<file path="config.mk">
export PLATFORM = sky130hd
export DESIGN_NAME = mod997_unscale
export DESIGN_NICKNAME = d
export VERILOG_FILES = /design/src/rtl/mod997_unscale.sv
export SDC_FILE = /design/constraint.sdc
export NUM_CORES = 1
export LEC_CHECK = 0
export CAP_MARGIN = 20
export CORE_MARGIN = 3
export CORE_UTILIZATION = 51
export CTS_CLUSTER_DIAMETER = 40
export DETAILED_ROUTE_END_ITERATION = 8
export GPL_TIMING_DRIVEN = 0
export HOLD_SLACK_MARGIN = 0.08
export PLACE_DENSITY = 0.8
export SLEW_MARGIN = 15
export SYNTH_ARGS = -nofsm -noshare
export SYNTH_HDL_FRONTEND = slang
export SYNTH_SLANG_ARGS = --single-unit
</file>
<file path="constraint.sdc">
create_clock -name clk -period 2.48 [get_ports clk]
set_input_delay 0.496 -clock clk [delete_from_list [all_inputs] [get_ports clk]]
set_output_delay 0.496 -clock clk [all_outputs]
set_load 0.02 [all_outputs]
</file>
<file path="src/rtl/mod997_unscale.sv">
// -----------------------------------------------------------------------------
// mod997_unscale
//
// Removes a power-of-two weight from a mod-997 residue, producing
// (in_res * 2^-in_k) mod MOD. This is the inverse of the forward chunk LUTs,
// which produce (x * 2^k) mod MOD. The block performs one modular halving per
// clock, so a request takes in_k cycles in RUN before the result is offered.
//
// Build option:
//   MOD997_PREREDUCE_EN  defined   : an in_res >= MOD is reduced once at accept
//                                    (in_res - MOD). out_err is always 0.
//                        undefined : an in_res >= MOD is rejected. The block goes
//                                    straight to DONE with out_res=0, out_err=1.
//
// Ports:
//   clk        rising-edge clock
//   rst_n      asynchronous active-low reset
//   in_valid   request valid
//   in_ready   block can accept a request (IDLE only, low during reset)
//   in_res     residue to unscale
//   in_k       number of halvings (weight exponent to remove)
//   out_valid  result valid (DONE state)
//   out_ready  downstream accepts the result
//   out_res    (in_res * 2^-in_k) mod MOD, always in 0..MOD-1
//   out_err    input residue was out of range (default build only)
// -----------------------------------------------------------------------------
module mod997_unscale #(
    parameter int MOD = 997,
    parameter int W   = 10,
    parameter int K_W = 10
) (
    input  logic           clk,
    input  logic           rst_n,
    input  logic           in_valid,
    output logic           in_ready,
    input  logic [W-1:0]   in_res,
    input  logic [K_W-1:0] in_k,
    output logic           out_valid,
    input  logic           out_ready,
    output logic [W-1:0]   out_res,
    output logic           out_err
);

    typedef enum logic [1:0] {
        IDLE,
        RUN,
        DONE
    } state_t;

    localparam logic [W:0]   MOD_X = (W+1)'(MOD);
    localparam logic [W-1:0] MOD_W = W'(MOD);

    state_t         state, state_d;
    logic [W-1:0]   acc, acc_d;
    logic [W-1:0]   res_q, res_d;
    logic [K_W-1:0] cnt, cnt_d;
    logic           err, err_d;
    logic           live;

    logic [W:0]     sum;
    logic [W-1:0]   half;
    logic           in_range;
    logic [W-1:0]   load_val;
    logic           load_err;
    logic           skip_run;

    // One modular halving: an odd residue is made even by adding the odd
    // modulus, then shifted. The sum needs one extra bit, and the result of
    // (acc + MOD) / 2 with acc < MOD is always below MOD.
    assign sum  = {1'b0, acc} + MOD_X;
    assign half = acc[0] ? sum[W:1] : {1'b0, acc[W-1:1]};

    assign in_range = (in_res < MOD_W);

    // Value loaded into the accumulator at accept, and whether the request is
    // rejected. Since 2*MOD > 2^W, a single subtraction always lands in range.
`ifdef MOD997_PREREDUCE_EN
    assign load_val = in_range ? in_res : (in_res - MOD_W);
    assign load_err = 1'b0;
`else
    assign load_val = in_range ? in_res : '0;
    assign load_err = ~in_range;
`endif

    // A zero shift or a rejected input needs no halvings at all.
    assign skip_run = load_err || (in_k == '0);

    // Next-state and handshake logic. The result register res_q is only
    // written on entry to DONE so out_res stays put while a new request runs.
    always_comb begin
        state_d   = state;
        acc_d     = acc;
        cnt_d     = cnt;
        err_d     = err;
        res_d     = res_q;
        in_ready  = 1'b0;
        out_valid = 1'b0;

        case (state)
            IDLE: begin
                in_ready = live;
                if (in_valid && live) begin
                    acc_d = load_val;
                    err_d = load_err;
                    cnt_d = load_err ? '0 : in_k;
                    if (skip_run) begin
                        res_d   = load_val;
                        state_d = DONE;
                    end else begin
                        state_d = RUN;
                    end
                end
            end

            RUN: begin
                acc_d = half;
                cnt_d = cnt - 1'b1;
                if (cnt == K_W'(1)) begin
                    res_d   = half;
                    state_d = DONE;
                end
            end

            DONE: begin
                out_valid = 1'b1;
                if (out_ready) begin
                    state_d = IDLE;
                end
            end

            default: begin
                state_d = IDLE;
            end
        endcase
    end

    // State and datapath registers. 'live' keeps in_ready low for the first
    // cycle out of reset so nothing is accepted while reset is releasing.
    always_ff @(posedge clk or negedge rst_n) begin
        if (!rst_n) begin
            state <= IDLE;
            acc   <= '0;
            cnt   <= '0;
            err   <= 1'b0;
            res_q <= '0;
            live  <= 1'b0;
        end else begin
            state <= state_d;
            acc   <= acc_d;
            cnt   <= cnt_d;
            err   <= err_d;
            res_q <= res_d;
            live  <= 1'b1;
        end
    end

    assign out_res = res_q;
    assign out_err = err;

endmodule

</file>
==> impl_metrics.yaml <==
placement:
  placedCellCount: 289
  place_hpwl_mm: 3.292
  postPlaceCellArea_um2: 2327
  gp_congestion: 0.9141
  io_buffers: 36
job:
  maxCapViolCount: 0
timing:
  post-route-period-util: 0.9299
  slew_violations: 0
  maxSlewHeadroom: 0.4814
  layout_min_cycle_time_ns: 2.306
  fmax_ghz: 0.4336
  setup-violations-final: 0
  rsz0062_at_grt: "no"
  worst_pin_slew_ns: 0.7708
  finClkSkew_ns: 0.007023
  tns_ns: 0
  hold_violations: 0
clocking:
  cts-root-buf: "clkbuf_8"
  h-tree-depth: 2
  insertion_delay_ns: 0.29
  clock-sinks: 34
  hold_buffers: 0
  clkSlewWorstSetupHoldPaths_ns: 0.08
  cts_buffer_depth: 2
  cts_inserted_buffers: 5
  tritoncts: "yes"
global_routing:
  grt_antenna_before_repair: 0
  grtUsageTotal: 0.2330
  grt_max_degree: 35
  grt_pass1_wl_mm: 7.824
  grt_pass1_vias: 1612
  gr-total-overflow: 0
drt:
  final_antenna_net_count: 0
  drtPass1Iterations: 4
  vias_per_cell: 5.732
  wl_mm: 4.690
  wire_per_inst_um: 15.69
  drt-initial-drc-count: 182
  dr_total_vias: 1714
  drc: 0
critical_path:
  crit_chain: "clkbuf_2 > nor3b_1 > clkdlybuf4s50_1"
  crit_arrival_ns: 1.81
  cpPeakStageDelay_ns: 0.64
  worst-setup-path-type: "reg2out"
  end_kind: "primary output"
  cp_max_fo: 10
  cp.required_ns: 1.98
  startpoint_type: "flop"
  cp_slowest_cell: "clkdlybuf4s50_1"
synthesis:
  ys.flop_type: "dfrtp_1"
  synth_edf_count: 0
  yosysMostFrequentCell: "dfrtp_1"
  synth.top_cell.area_share: 0.4444
  synth_cell_types: 47
  yosys_warnings: 0
  syn_inst: 207
  synthTopCellsByCount: "dfrtp_1, nor2_1, nand2_1"
  ys_ff_latch: 34
  synth_area_leader_cell: "dfrtp_1"
  syn_avg_cell_area_um2: 9.248
  synth_seq_area_share: 0.4444
  ys_async_sr_fraction: 1.000
  synth_nets: 234
  synth_area_um2: 1914
  synthTopCellsByArea: "dfrtp_1, nor2_1, o21ai_0"
run_status:
  status: "finished clean"
cells_and_area:
  nets: 279
  syn_to_final_growth_pct: 29.61
  antennaDiodeCount: 0
  final_area_um2: 2481
  fin_cells: 299
  layout-drive-gt1-share: 0.1107
  fillCellCount: 295
floorplanning:
  die_area_um2: 4525
  dieHeight_um: 67.27
  fp-row-count: 21
  ios: 37
  coreArea_um2: 3468
  initial_utilization: 0.5519
  die_w_um: 67.27
pwr:
  power.density_nw_per_um2: 497.3
  irDropWorstVdd_mv: 0.4713
  leakage_uw: 0.001052
worst_hold_path:
  hp-class: "in2async"
[state kept, by name, summed over array words and instances (netlist names)]
register	count
out_err	1
cnt	10
acc	10
out_res	10
live	1
state	2
[power by group]
part,switching [uW],internal (uW)
clock,216,403
sequential,0.580,555
combinational,26.1,33.7
[routing by layer]
layer  part of all wire  track usage
met5                  0            0
met4              0.014      0.07595
met3              0.059      0.04493
met2               0.45       0.3497
met1               0.48       0.3368
[final cells by class]
| class | instances | area [um^2] | share of cell area |
|---|---|---|---|
| multi-input combinational | 158 | 996.0 | 0.4014 |
| sequential | 34 | 850.8 | 0.3429 |
| timing repair buffer | 38 | 370.4 | 0.1493 |
| clock buffer | 5 | 68.82 | 0.02774 |
| clock inverter | 3 | 68.82 | 0.02774 |
| buffer | 12 | 57.56 | 0.02320 |
| tap | 46 | 57.56 | 0.02320 |
| inverter | 3 | 11.26 | 0.004539 |
[repair_timing]
| action | in CTS | in global routing |
|---|---|---|
| buffers inserted | 0 | 2 |
| resized for setup | 0 | 2 |
| hold endpoints to repair | 0 | 0 |
| setup endpoints to repair | 0 | 6 |
[path summary, 6_finish.rpt]
check / from / end / slack, ns / cells after the start
max: state[0] / in_ready / 0.17 / 3
min: rst_n / cnt[4] / 0.28 / 1
max reg2reg: cnt[0] / cnt[4] / 0.50 / 6
min reg2reg: out_err / out_err / 0.50 / 2
max in group asynchronous: rst_n / cnt[8] / 1.70 / 1
min in group clk: out_err / out_err / 0.50 / 2
[cells in the final DEF, fill, tap and decap left out, types with 5 or more instances in the layout]
| cell | n |
|---|---|
| clkdlybuf4s50_1 | 35 |
| nor2_1 | 23 |
| nand3_1 | 6 |
| o21ai_0 | 17 |
| dfrtp_1 | 34 |
| nand2_1 | 22 |
| a22oi_1 | 6 |
| clkbuf_8 | 5 |
| xnor2_1 | 6 |
| clkbuf_1 | 7 |
| a21oi_1 | 14 |
[worst max-delay path: cells and delay by family, from the launching register on]
family	cells	cell delay [ns]
buf+inv	2	0.87
flops	1	0.45
simple gates	1	0.21
[through the flow]
stage                     power (uW)  utilization  hold slack [ns]  setup slack (ns)
after floorplan                571.6            -           0.2004            0.5972
after global placement         626.3       0.6724           0.4696           -0.1669
after detailed placement       625.6       0.6710           0.4871           -0.1464
after CTS                       1243       0.7107           0.3006            0.1074
after global routing            1272       0.7154           0.3311           0.06923
final                           1234       0.7154           0.2793            0.1738
[kinds of logic after synthesis]
| group | count (synthesis) | synth area share |
|---|---|---|
| compound gates | 61 | 0.2124 |
| xor+xnor | 10 | 0.04575 |
| fa+ha+maj | 3 | 0.01961 |
| buf+inv | 15 | 0.03529 |
| flops | 34 | 0.4444 |
| mux | 7 | 0.04640 |
| other cells | 1 | 0.001959 |
| simple gates | 76 | 0.1941 |
Power figures use the tool's default switching activity.
